### config.mk
export PLATFORM = sky130hd
export DESIGN_NAME = complex_alu_feeder
export DESIGN_NICKNAME = d
export VERILOG_FILES = /design/src/rtl/complex_alu_feeder.sv
export SDC_FILE = /design/constraint.sdc
export NUM_CORES = 1
export LEC_CHECK = 0
export CAP_MARGIN = 20
export CORE_ASPECT_RATIO = 0.7
export CORE_UTILIZATION = 50
export CTS_CLUSTER_SIZE = 20
export DETAILED_ROUTE_END_ITERATION = 16
export DONT_BUFFER_PORTS = 1
export PLACE_DENSITY = 0.64
export SYNTH_ARGS = -nofsm -noshare
export SYNTH_HDL_FRONTEND = slang
export SYNTH_SLANG_ARGS = --single-unit
### constraint.sdc
create_clock -name clk -period 1.6 [get_ports clk]
set_input_delay 0.48 -clock clk [delete_from_list [all_inputs] [get_ports clk]]
set_output_delay 0.48 -clock clk [all_outputs]
set_load 0.02 [all_outputs]
### src/rtl/complex_alu_feeder.sv
// complex_alu_feeder: gathers five 16-bit beats into one packed-complex
// command (two operands plus opcode) and issues it to the ALU stage.
module complex_alu_feeder #(
    parameter int DATA_W = 16,
    parameter int CNT_W  = 16
) (
    input  logic                clk,
    input  logic                rst_n,
    input  logic                flush,
    input  logic                in_valid,
    output logic                in_ready,
    input  logic [DATA_W-1:0]   in_data,
    output logic [2*DATA_W-1:0] operand1,
    output logic [2*DATA_W-1:0] operand2,
    output logic [3:0]          opcode,
    output logic                issue_valid,
    input  logic                issue_ready,
    output logic                err_illegal,
    output logic [CNT_W-1:0]    issue_count
);

    typedef enum logic [2:0] {
        S_OP1_RE = 3'd0,
        S_OP1_IM = 3'd1,
        S_OP2_RE = 3'd2,
        S_OP2_IM = 3'd3,
        S_OPC    = 3'd4,
        S_ISSUE  = 3'd5
    } state_t;

    state_t              state_q;
    logic [2*DATA_W-1:0] op1_q;
    logic [2*DATA_W-1:0] op2_q;
    logic [3:0]          opc_q;
    logic                valid_q;
    logic                err_q;
    logic [CNT_W-1:0]    cnt_q;
    logic                beat;
    logic                legal;

    // Every load state takes beats; ready is held low while in reset.
    assign in_ready = rst_n & (state_q != S_ISSUE);
    assign beat     = in_valid & in_ready;
    assign legal    = (in_data[3:0] <= 4'd2);

    // Beat assembly, opcode check and issue handshake in one registered FSM.
    always_ff @(posedge clk or negedge rst_n) begin
        if (!rst_n) begin
            state_q <= S_OP1_RE;
            op1_q   <= '0;
            op2_q   <= '0;
            opc_q   <= '0;
            valid_q <= 1'b0;
            err_q   <= 1'b0;
            cnt_q   <= '0;
        end else if (flush) begin
            state_q <= S_OP1_RE;
            valid_q <= 1'b0;
            err_q   <= 1'b0;
        end else begin
            unique case (state_q)
                S_OP1_RE: if (beat) begin
                    op1_q[2*DATA_W-1:DATA_W] <= in_data;
                    state_q <= S_OP1_IM;
                end
                S_OP1_IM: if (beat) begin
                    op1_q[DATA_W-1:0] <= in_data;
                    state_q <= S_OP2_RE;
                end
                S_OP2_RE: if (beat) begin
                    op2_q[2*DATA_W-1:DATA_W] <= in_data;
                    state_q <= S_OP2_IM;
                end
                S_OP2_IM: if (beat) begin
                    op2_q[DATA_W-1:0] <= in_data;
                    state_q <= S_OPC;
                end
                S_OPC: if (beat) begin
                    if (legal) begin
                        opc_q   <= in_data[3:0];
                        valid_q <= 1'b1;
                        state_q <= S_ISSUE;
                    end else begin
                        err_q   <= 1'b1;
                        state_q <= S_OP1_RE;
                    end
                end
                S_ISSUE: if (issue_ready) begin
                    cnt_q   <= cnt_q + 1'b1;
                    valid_q <= 1'b0;
                    state_q <= S_OP1_RE;
                end
                default: state_q <= S_OP1_RE;
            endcase
        end
    end

    assign operand1    = op1_q;
    assign operand2    = op2_q;
    assign opcode      = opc_q;
    assign issue_valid = valid_q;
    assign err_illegal = err_q;
    assign issue_count = cnt_q;

endmodule

## Word-level counts from Yosys, hierarchy flattened

Index checks and enable logic that the tools add are counted.

| word-level totals | value |
|---|---|
| bits in registers | 89 |
| latch bits | 0 |
| output and inout bits | 87 |
| RAM bits | 0 |
| logic and storage cells | 59 |
| input bits | 21 |
| memories kept | 0 |
| bits in read-only memories | 0 |

| operators by class | value |
|---|---|
| bitwise operators | 3 |
| multipliers | 0 |
| muxes and demuxes | 18 |
| divide/modulo/power cells | 0 |
| reductions and logical operators | 13 |
| $add $sub $neg | 1 |
| order comparisons | 1 |
| equality and inequality tests | 14 |
| shift operators | 0 |

Operators by type and width:

| cell | count |
|---|---|
| $mux 3 | 8 |
| $ne 3x3->1 const B | 8 |
| $pmux 3 s6 | 1 |
| $reduce_and 3->1 | 6 |
| $add 16x1->16 const B | 1 |
| $mux 1 | 8 |
| $reduce_and 4->1 | 2 |
| $eq 3x2->1 const B | 2 |
| $eq 3x3->1 const B | 2 |
| $reduce_and 6->1 | 1 |
| $le 4x2->1 const B | 1 |
| $reduce_bool 2->1 | 2 |
| $eq 3x1->1 const B | 1 |
| $logic_not 3->1 | 1 |
| $reduce_bool 3->1 | 1 |
| $and 1x1->1 | 2 |
| $ne 2x2->1 const B | 1 |
| $pmux 1 s2 | 1 |
| $not 1->1 | 1 |

## Longest topological paths before layout

| depth | value |
|---|---|
| depth after elaboration | 6 |
| gate-level depth with buffers | 6 |

## Worst setup path after synthesis

Ideal clock, no wire load.

| path | value |
|---|---|
| kind | input-to-reg |
| from | in flush |
| to | reg op1_q[10] (netlist: operand1[10]) |
| path slack | -0.088 ns |
| required time | 1.475 ns |
| cell stages on the path | 4 |
| setup time | 0.125 ns |
| arrival time | 1.563 ns |
| cell sequence | or4_4 -> buf_6 -> buf_12 -> mux2_4 |

| on the way | value |
|---|---|
| word-level cells in the longest chain between the ends | 2 |

RTL lines:

| item | line | RTL |
|---|---|---|
| start: declaration | 9 | `input logic flush,` |
| $not 1->1 (no source line) | -- |  |
| $reduce_and 3->1 (no source line) | -- |  |
| end signal: indexed assignment | 63 | `op1_q[2*DATA_W-1:DATA_W] <= in_data;` |
| end signal: indexed assignment | 67 | `op1_q[DATA_W-1:0] <= in_data;` |
| end: declaration | 32 | `logic [2*DATA_W-1:0] op1_q;` |

No other way between the ends.
A chain may end at the register's enable or synchronous reset.

## Worst setup path in the final report

| path | value |
|---|---|
| from | reg state_q[1] |
| to | out in_ready |

| on the way | value |
|---|---|
| word-level cells in the longest chain between the ends | 2 |

RTL lines:

| item | line | RTL |
|---|---|---|
| start: declaration | 31 | `state_t state_q;` |
| start signal: assignment | 49 | `state_q <= S_OP1_RE;` |
| start signal: assignment | 57 | `state_q <= S_OP1_RE;` |
| start signal: assignment | 64 | `state_q <= S_OP1_IM;` |
| $ne 3x3->1 | 42 | `assign in_ready = rst_n & (state_q != S_ISSUE);` |
| $and 1x1->1 | 42 |  |
| end: declaration | 11 | `output logic in_ready,` |

No other way between the ends.

==> summary.txt <==
Pwr
  – PwrDens: 1190 mW/mm²
  – Comb power frac: 0.086
  – VDD IR max: 734 µV
  – Psw: 1.52 mW
  – Static Leakage: 2.12 nW
  – Sw Share: 0.294
  – Flop pwr share: 0.617
  – Clock power share: 0.297
  – Int Power: 3.65 mW

Critical path
  – Worst path max stage delay: 0.47 ns
  – Arr. time, crit path: 1.18 ns
  – Critical path type: register to output pin
  – Worst setup EP type: output pin
  – CP required: 1.12 ns
  – Crit-path cells: buf_6 > o21a_4
  – Crit-path max FO: 7
  – Slowest stage cell, crit path: dfrtp_2
  – Crit start category: register

Clocking
  – H-tree depth: 3
  – CTS Sinks: 89
  – CTS tree: built
  – Maximum buffer depth of the clock tree: 2
  – Cts bufs inserted: 9
  – CTS clock-pin slew for the worst setup and hold paths: 0.08 ns
  – Root buf cell: clkbuf_8
  – Worst skew pair latency: 0.35 ns

Global route
  – Initial antenna violation count: 0
  – Vias in the first global route: 2223
  – GRT Util Overall: 0.213
  – GRT Residual Overflow: 0
  – Pin count of the biggest net entering global routing: 94
  – First-pass GRT wire length: 12100 µm

STA
  – Final worst setup slack: -0.0639 ns
  – RSZ-0062 raised after global routing: yes
  – Slew @ Worst Pin: 0.324 ns
  – Final Max Tran Viols: 0
  – Worst Hold Margin: -0.181 ns
  – Fmax: 0.601 GHz
  – Layout Skew: 0.00727 ns
  – Final Hold Fails: 89
  – Setup violators final: 10
  – Min Tclk post-route: 1.66 ns
  – Slew headroom: 0.784
  – Period utilization: 1.04

Finish
  – P&R area growth vs syn: 19.6%
  – Area of the multi-input gates: 0.00142 mm²
  – Reg area: 0.00223 mm²
  – Layout Nets: 306
  – Post-Route Utilization: 0.629
  – Final instance area: 0.00433 mm²
  – Ant diodes: 0
  – Fillers: 531
  – Share of cells above drive strength 1: 0.484

Synthesis
  – Register area share after synthesis: 0.615
  – YS warnings: 0
  – Number of enable flip-flop cells after synthesis: 0
  – Top_reg_cell synth: dfrtp_1
  – Synthesized area per cell: 15.0 µm²
  – Net Count, Synth: 263
  – Yosys reg bits: 89
  – Async S/R FF share, synth: 1.00
  – Unique masters post-synth: 36
  – Cells after synthesis: 241
  – Mapped Area: 0.00362 mm²

Worst hold path
  – Min-Delay Path Class: input pin to async pin

Run
  – Max-cap violations: 0

Run status
  – Failing checks: negative hold slack, negative setup slack
  – Outcome: complete, but fails checks

Floorplanning
  – Die Wd: 104 µm
  – Initial Util: 0.526
  – Core Area: 0.00688 mm²
  – Num ports: 108
  – Die Area: 0.00759 mm²
  – Row cnt: 25
  – Die height: 73.2 µm

Routing
  – Routed Antenna Nets: 0
  – DRC marker count from the first detailed-route iteration: 60
  – Vias after detailed routing: 2079
  – DRT Wirelength: 7610 µm
  – WL per Instance: 19.9 µm
  – Remaining DRCs: 0
  – Via/cell ratio: 5.43
  – Drt first pass iters: 4

Place
  – Final RePlAce weighted congestion: 0.846
  – Placed Area: 0.00395 mm²
  – Worst slack, placed: -0.0597 ns
  – DP Wirelength: 4960 µm
  – Port bufs: 0
-- per-stage QoR --
step / instances / total power, mW / TNS, ns / hold WS (ns)
floorplan: 241 / 3.51 / -1.08 / 0.184
global route: 383 / 5.40 / -0.604 / -0.211
finish: 383 / 5.17 / -0.235 / -0.181
CTS: 375 / 5.22 / -0.584 / -0.200
detailed placement: 354 / 3.65 / -0.787 / 0.186
global placement: 354 / 3.62 / -0.679 / 0.186
-- worst max-delay path, delay by kind of cell (launching register included) --
kind                   cells  cell delay (ns)
AO/OA/AOI/OAI              1             0.23
flip-flops                 1             0.47
buffers and inverters      1             0.14
-- cell type report --
cell class,instances,share of cell area
multi-input combinational,141,0.327
inverter,3,0.00260
tap,94,0.0272
clock inverter,4,0.0121
timing repair buffer,40,0.0826
sequential,89,0.515
clock buffer,12,0.0335
-- per-layer routing --
metal / wire (µm) / GRT usage / vias to the layer above / share of wire
met5: 0 / 0 / - / 0
met4: 77 / 0.0667 / 0 / 0.010
met3: 674 / 0.0929 / 10 / 0.089
met2: 3520 / 0.328 / 75 / 0.46
met1: 3340 / 0.275 / 1056 / 0.44
li1: - / - / 938 / -
-- registers in the layout, indices dropped and copies added, names as in the netlist --
signal / count
operand1: 32
err_illegal: 1
state_q: 3
operand2: 32
issue_count: 16
opcode: 4
issue_valid: 1
-- power groups by stage --
stage / Combinational [mW] / Clock (mW) / Sequential [mW]
2_1_floorplan: 0.375 / 0 / 3.13
4_1_cts: 0.431 / 1.60 / 3.19
3_5_place_dp: 0.413 / 0 / 3.24
6_report: 0.444 / 1.54 / 3.19
3_3_place_gp: 0.392 / 0 / 3.23
5_1_grt: 0.477 / 1.69 / 3.23
-- cells in the final DEF (no fill, tap or decap), types with 2 or more instances in the layout --
cell type,netlist,final
buf_4,2,33
xor2_1,5,5
dfrtp_1,89,86
a31oi_1,2,2
clkbuf_8,0,10
mux2_2,57,47
nor2_1,9,7
buf_12,1,2
nor2b_1,2,2
clkinv_4,0,2
buf_6,2,4
a21oi_1,2,2
dfrtp_2,0,3
xnor2_1,12,12
nand2_1,10,8
and4_1,2,2
or3_1,2,2
clkbuf_1,0,2
nand3_1,6,6
inv_1,3,3
nand4_1,2,2
and3_1,2,2
or4_4,1,2
mux2_4,10,20
-- timing repair --
action / in CTS / in global routing
pin swaps: 1 / 4
gates cloned: 0 / 2
buffers inserted: 5 / 6
endpoints found under the setup margin: 19 / 36
hold endpoints to repair: 89 / 89
resized for setup: 11 / 6
-- cell usage after synthesis, drive strengths merged, types with 2 or more instances --
library cell,number,area (µm²)
dfrtp,89,2230
mux2,67,792
xnor2,12,105
nand2,11,43.8
buf,9,77.6
nor2,9,33.8
nand3,8,50.1
xor2,5,43.8
inv,3,11.3
a21oi,2,10.0
a31oi,2,12.5
and3,2,12.5
and4,2,17.5
nand4,2,12.5
nor2b,2,12.5
nor3,2,15.0
nor4,2,33.8
or3,2,12.5
-- final timing paths --
| check | start | cells past startpoint | slack (ns) | to |
|---|---|---|---|---|
| min in group clk | flush | 1 | 0.18 | state_q[0] |
| max in group asynchronous | rst_n | 0 | 1.65 | state_q[0] |
| worst max-delay path | state_q[1] | 2 | -0.06 | in_ready |
| worst min register to register | issue_count[4] | 2 | 0.61 | issue_count[4] |
| worst max register to register | state_q[1] | 3 | -0.04 | operand1[8] |
| worst min-delay path | rst_n | 0 | -0.18 | operand2[9] |
-- cells by family (layout without fill, tap and decap cells) --
kind of cell | after synthesis | after routing | share of synthesized area
flip-flops | 89 | 89 | 0.615
multiplexers | 67 | 67 | 0.219
AND/OR/NAND/NOR | 47 | 48 | 0.0815
XOR/XNOR | 17 | 17 | 0.0411
buffers and inverters | 12 | 59 | 0.0245
AO/OA/AOI/OAI | 8 | 8 | 0.0156
adder cells (fa/ha/maj) | 1 | 1 | 0.00345
Power figures use the tool's default switching activity.
